$ cat src/rtl/fpcvt_serializer_if.sv
// Converter-to-serializer word handshake: sign/exponent/significand triple with valid/ready.
// The converter drives the master side; the serializer consumes it on the slave side.
interface fpcvt_serializer_if;
    logic       s_in;
    logic [2:0] e_in;
    logic [3:0] f_in;
    logic       in_valid;
    logic       in_ready;

    modport master (output s_in, e_in, f_in, in_valid, input in_ready);
    modport slave  (input s_in, e_in, f_in, in_valid, output in_ready);
endinterface

$ cat src/rtl/fpcvt_serializer.sv
// FIFO-buffered UART-style serializer for {s, e[2:0], f[3:0]} words, MSB first, idle-high line.
// Define FPCVT_SER_PARITY_EN to insert an even-parity bit between the data bits and the stop bit.
module fpcvt_serializer #(
    parameter int BIT_CYCLES = 4,
    parameter int DEPTH      = 2
) (
    input  logic                         clk,
    input  logic                         rst_n,
    fpcvt_serializer_if.slave            in_if,
    output logic                         ser_out,
    output logic                         busy,
    output logic                         frame_done,
    output logic [$clog2(DEPTH+1)-1:0]   fifo_level
);
    localparam int LW = $clog2(DEPTH + 1);
    localparam int PW = $clog2(DEPTH);
    localparam int CW = (BIT_CYCLES > 1) ? $clog2(BIT_CYCLES) : 1;
    localparam logic [CW-1:0] CNT_LAST = CW'(BIT_CYCLES - 1);
    localparam logic [LW-1:0] LVL_FULL = LW'(DEPTH);

    localparam logic [2:0] S_IDLE   = 3'd0;
    localparam logic [2:0] S_START  = 3'd1;
    localparam logic [2:0] S_DATA   = 3'd2;
`ifdef FPCVT_SER_PARITY_EN
    localparam logic [2:0] S_PARITY = 3'd3;
`endif
    localparam logic [2:0] S_STOP   = 3'd4;

    logic [7:0]    mem [DEPTH];
    logic [PW-1:0] wr_ptr, rd_ptr;
    logic [2:0]    state;
    logic [CW-1:0] bit_cnt;
    logic [2:0]    bit_idx;
    logic [2:0]    nxt_pos;
    logic [7:0]    shreg;
    logic          push, pop, bit_end, fifo_nempty;

    // Ready looks only at the registered level, so a same-cycle pop never frees a slot early.
    assign in_if.in_ready = (fifo_level < LVL_FULL);
    assign push        = in_if.in_valid && in_if.in_ready;
    assign fifo_nempty = (fifo_level != '0);
    assign bit_end     = (bit_cnt == CNT_LAST);
    assign pop         = fifo_nempty && ((state == S_IDLE) || ((state == S_STOP) && bit_end));
    assign busy        = (state != S_IDLE);
    assign frame_done  = (state == S_STOP) && bit_end;
    assign nxt_pos     = 3'd6 - bit_idx;

    always_ff @(posedge clk) begin
        if (push) mem[wr_ptr] <= {in_if.s_in, in_if.e_in, in_if.f_in};
    end

    always_ff @(posedge clk or negedge rst_n) begin
        if (!rst_n) begin
            wr_ptr     <= '0;
            rd_ptr     <= '0;
            fifo_level <= '0;
        end else begin
            if (push) wr_ptr <= wr_ptr + PW'(1);
            if (pop)  rd_ptr <= rd_ptr + PW'(1);
            if (push && !pop)      fifo_level <= fifo_level + LW'(1);
            else if (pop && !push) fifo_level <= fifo_level - LW'(1);
        end
    end

    // ser_out is loaded with the value of the bit about to be held, so it changes with the state.
    always_ff @(posedge clk or negedge rst_n) begin
        if (!rst_n) begin
            state   <= S_IDLE;
            bit_cnt <= '0;
            bit_idx <= '0;
            shreg   <= '0;
            ser_out <= 1'b1;
        end else begin
            bit_cnt <= ((state == S_IDLE) || bit_end) ? '0 : bit_cnt + CW'(1);
            case (state)
                S_IDLE: begin
                    if (pop) begin
                        state   <= S_START;
                        shreg   <= mem[rd_ptr];
                        ser_out <= 1'b0;
                    end
                end
                S_START: begin
                    if (bit_end) begin
                        state   <= S_DATA;
                        bit_idx <= '0;
                        ser_out <= shreg[7];
                    end
                end
                S_DATA: begin
                    if (bit_end) begin
                        if (bit_idx == 3'd7) begin
`ifdef FPCVT_SER_PARITY_EN
                            state   <= S_PARITY;
                            ser_out <= ^shreg;
`else
                            state   <= S_STOP;
                            ser_out <= 1'b1;
`endif
                        end else begin
                            bit_idx <= bit_idx + 3'd1;
                            ser_out <= shreg[nxt_pos];
                        end
                    end
                end
`ifdef FPCVT_SER_PARITY_EN
                S_PARITY: begin
                    if (bit_end) begin
                        state   <= S_STOP;
                        ser_out <= 1'b1;
                    end
                end
`endif
                S_STOP: begin
                    if (bit_end) begin
                        if (pop) begin
                            state   <= S_START;
                            shreg   <= mem[rd_ptr];
                            ser_out <= 1'b0;
                        end else begin
                            state   <= S_IDLE;
                            ser_out <= 1'b1;
                        end
                    end
                end
                default: begin
                    state   <= S_IDLE;
                    ser_out <= 1'b1;
                end
            endcase
        end
    end
endmodule

$ cat src/flat_wrapper.sv
// flat-port wrapper written by rule: the top's interface ports become plain ports
module fpcvt_serializer_flat 
#(
    parameter int BIT_CYCLES = 4,
    parameter int DEPTH      = 2
)
  (clk, rst_n, ser_out, busy, frame_done, fifo_level, in_if_s_in, in_if_e_in, in_if_f_in, in_if_in_valid, in_if_in_ready);
  fpcvt_serializer_if in_if_i ();
  input  logic clk;
  input  logic rst_n;
  output logic ser_out;
  output logic busy;
  output logic frame_done;
  output logic [$clog2(DEPTH+1)-1:0] fifo_level;
  input wire logic [$bits(in_if_i.s_in)-1:0] in_if_s_in;
  input wire logic [$bits(in_if_i.e_in)-1:0] in_if_e_in;
  input wire logic [$bits(in_if_i.f_in)-1:0] in_if_f_in;
  input wire logic [$bits(in_if_i.in_valid)-1:0] in_if_in_valid;
  output wire logic [$bits(in_if_i.in_ready)-1:0] in_if_in_ready;
  assign in_if_i.s_in = in_if_s_in;
  assign in_if_i.e_in = in_if_e_in;
  assign in_if_i.f_in = in_if_f_in;
  assign in_if_i.in_valid = in_if_in_valid;
  assign in_if_in_ready = in_if_i.in_ready;
  fpcvt_serializer #(.BIT_CYCLES(BIT_CYCLES), .DEPTH(DEPTH)) u_core (.clk(clk), .rst_n(rst_n), .in_if(in_if_i), .ser_out(ser_out), .busy(busy), .frame_done(frame_done), .fifo_level(fifo_level));
endmodule
$ cat config.mk
export PLATFORM = sky130hd
export DESIGN_NAME = fpcvt_serializer_flat
export DESIGN_NICKNAME = d
export VERILOG_FILES = /design/src/rtl/fpcvt_serializer_if.sv /design/src/rtl/fpcvt_serializer.sv /design/src/flat_wrapper.sv
export SDC_FILE = /design/constraint.sdc
export NUM_CORES = 1
export LEC_CHECK = 0
export ABC_AREA = 1
export CORE_ASPECT_RATIO = 1.5
export CORE_MARGIN = 2
export CORE_UTILIZATION = 48
export CTS_BUF_LIST = sky130_fd_sc_hd__clkbuf_8 sky130_fd_sc_hd__clkbuf_16
export DETAILED_ROUTE_END_ITERATION = 8
export PLACE_DENSITY = 0.69
export SYNTH_ARGS = -nofsm -noshare
export SYNTH_HDL_FRONTEND = slang
export SYNTH_SLANG_ARGS = --single-unit
$ cat constraint.sdc
create_clock -name clk -period 4.25 [get_ports clk]
set_clock_uncertainty 0.1 [all_clocks]
set_input_delay 0.6375 -clock clk [delete_from_list [all_inputs] [get_ports clk]]
set_output_delay 0.6375 -clock clk [all_outputs]
set_load 0.05 [all_outputs]
==> flow_metrics.tcl <==
set metrics [dict create \
    status "finished, final reports clean" \
    ys_warn_count 0 \
    die-area_um2 4090 \
    grt_pass1_wl_um 4950 \
    place_ws_ps 1750 \
    synth_seq_cells 37 \
    worstSetupPathType "register to primary output" \
    grt_pass1_vias 1174 \
    hold_class "register to register" \
    drtAntennaViolNets 0 \
    drive_gt1_share_pct 11.9 \
    fmax_ghz 0.361 \
    start_util_pct 50.3 \
    min_from "u_core.bit_cnt[0]" \
    die_width_um 52.9 \
    root_buffer "clkbuf_8" \
    worstMarginPinSlew_ps 925 \
    coreArea_um2 3420 \
    cts_setup_buffers 0 \
    critical_path.slowest_cell "clkdlybuf4s50_1" \
    yosysUniqueCellTypes 25 \
    cp_data_arrival_time_ps 2030 \
    numPortBuffers 16 \
    finalSetupViolCount 0 \
    power-per-cell-area_nw_per_um2 419 \
    cts_tree "yes" \
    rsz0062_at_grt "false" \
    finalHoldViolations 0 \
    critPathCaptureType "primary output" \
    gr-total-overflow 0 \
    relSlewSlack_pct 38.1 \
    area_delta_synth_final_pct 16.0 \
    cts_made_buffers 5 \
    slew_viol_final 0 \
    grt_max_degree 22 \
    routed_via_density 4.98 \
    htreeDepth 2 \
    nets 209 \
    rows 26 \
    vias 1175 \
    wl_per_cell_um 11.9 \
    cts-resized-gates 0 \
    clk_path_buf_depth 2 \
    ir_drop_mv 0.353 \
    hold_buffers 0 \
    worstSetupStartpoint "u_core.bit_cnt[0]" \
    startpoint_type "register" \
    dpl_cell_area_um2 1910 \
    cts.sinks 37 \
    crit_family "buffers and inverters" \
    tns_ps 0 \
    synth_fp_nets 189 \
    ys_seq_area_share_pct 58.6 \
    io_pins 17 \
    die_height_um 77.3 \
    max_stage_delay_ps 830 \
    track_usage_pct 16.7 \
    whs_ps 344 \
    dpl.hpwl_um 2190 \
    cp.required_ps 3510 \
    wl_um 2800 \
    cp.buffers_inverters 2 \
    fillers 311 \
    drv_cap 0 \
    antenna_found_initial 0 \
    synth_area_um2 1720 \
    clk_latency_ps 280 \
    setup_ws_ps 1480 \
    synth_cells 173 \
    crit_chain "ha_1 > inv_2 > nor3_1 > clkdlybuf4s50_1" \
    r2r_start "u_core.bit_cnt[0]" \
    fin_crit_sh_pct 65.2 \
    fin_crit_ps 2770 \
    syn_avg_cell_area_um2 9.94 \
    firstDrtPassIters 4 \
    drtIter0Drc 27 \
    path_clk_slew_ps 70 \
    post-route-drc-count 0 \
    gp_congestion 0.824 \
    path_max_fanout 7 \
    power_leakage_nw 0.893 \
    final_area_um2 1990 \
    antenna_cells 0 \
    fin_util_pct 58.4 \
]
## area by class of cell
class                   count  area, µm²  area share [%]
repair buffers             16        160            8.03
well taps                  42       52.6            2.63
inverters                  27        101            5.08
flip-flops and latches     37       1010            50.5
clock inverters             3       13.8           0.690
multi-input cells         106        591            29.6
clock buffers               5       68.8            3.45
## state kept, by name (all words and copies together) (netlist names)
| register | flops |
|---|---|
| u_core.state | 3 |
| u_core.wr_ptr | 1 |
| u_core.rd_ptr | 1 |
| u_core.bit_cnt | 2 |
| u_core.ser_out | 1 |
| u_core.bit_idx | 3 |
| u_core.shreg | 8 |
| u_core.fifo_level | 2 |
| u_core.mem | 16 |
## final timing paths
check / to / slack, ps / cells after the start
max: frame_done / 1480 / 4
min: u_core.bit_cnt[0] / 340 / 1
max reg2reg: u_core.fifo_level[1] / 2050 / 10
min reg2reg: u_core.bit_cnt[0] / 340 / 1
max in group asynchronous: u_core.shreg[4] / 2710 / 1
min in group asynchronous: u_core.state[1] / 780 / 1
## cell usage in the layout, fill, tap and decap left out, drive strengths merged
| cell type | netlist | final |
|---|---|---|
| ha | 5 | 5 |
| nand2 | 33 | 33 |
| xor2 | 4 | 4 |
| dfrtp | 20 | 20 |
| nor3b | 1 | 1 |
| xnor2 | 1 | 1 |
| inv | 27 | 28 |
| edfxtp | 16 | 16 |
| clkinv | 0 | 2 |
| nor3 | 2 | 2 |
| nand3 | 14 | 14 |
| clkdlybuf4s50 | 0 | 16 |
| and3 | 1 | 1 |
| nor2 | 19 | 19 |
| o211ai | 3 | 3 |
| clkbuf | 1 | 5 |
| dfstp | 1 | 1 |
| o21ai | 22 | 22 |
| a21oi | 1 | 1 |
## synth_stat cells
master / n / share of area [%]
nor3b_1: 1 / 0.44
nand3_4: 1 / 1.0
clkbuf_1: 1 / 0.22
nor2_1: 17 / 3.7
a21oi_1: 1 / 0.29
buf_2: 1 / 0.29
xnor2_1: 1 / 0.51
o21ai_2: 6 / 3.1
o21ai_1: 1 / 0.29
inv_2: 3 / 0.65
dfrtp_1: 20 / 29
buf_6: 1 / 0.65
nand2_1: 30 / 6.6
nor2_4: 2 / 1.3
ha_1: 5 / 3.6
nand2_2: 3 / 1.1
nor3_1: 2 / 0.58
inv_1: 24 / 5.2
o21ai_0: 15 / 4.4
dfstp_2: 1 / 1.5
edfxtp_1: 16 / 28
xor2_1: 4 / 2.0
and3_1: 1 / 0.36
o211ai_1: 3 / 1.3
nand3_1: 13 / 3.8
## cells by family after synthesis
kind of cell	count (synthesis)	share of synthesized area, %
xor gates and xnor gates	5	2.55
and+or+nand+nor	70	18.9
DFF	37	58.6
AOI/OAI and AO/OA	26	9.32
adders and majority gates	5	3.64
buffers and inverters	30	7.06
## metal layers
layer  part of all wire [%]  GRT usage [%]  vias to the layer above
li1                       -              -                      604
met1                     39           18.1                      550
met2                     56           28.9                       15
met3                    2.6           4.67                        6
met4                    2.1           7.69                        0
met5                      0              0                        -
## through the flow
step,total power [mW],instances
final,0.835,236
after floorplan,0.560,173
after global placement,0.615,228
after CTS,0.850,236
after global routing,0.879,236
after detailed placement,0.623,228
## power breakdown
| group | switching (mW) | total (mW) | internal [mW] |
|---|---|---|---|
| logic | 0.117 | 0.171 | 0.0548 |
| clock network | 0.112 | 0.223 | 0.111 |
| registers | 0.0174 | 0.441 | 0.423 |
| total | 0.246 | 0.835 | 0.589 |
Power figures use the tool's default switching activity.
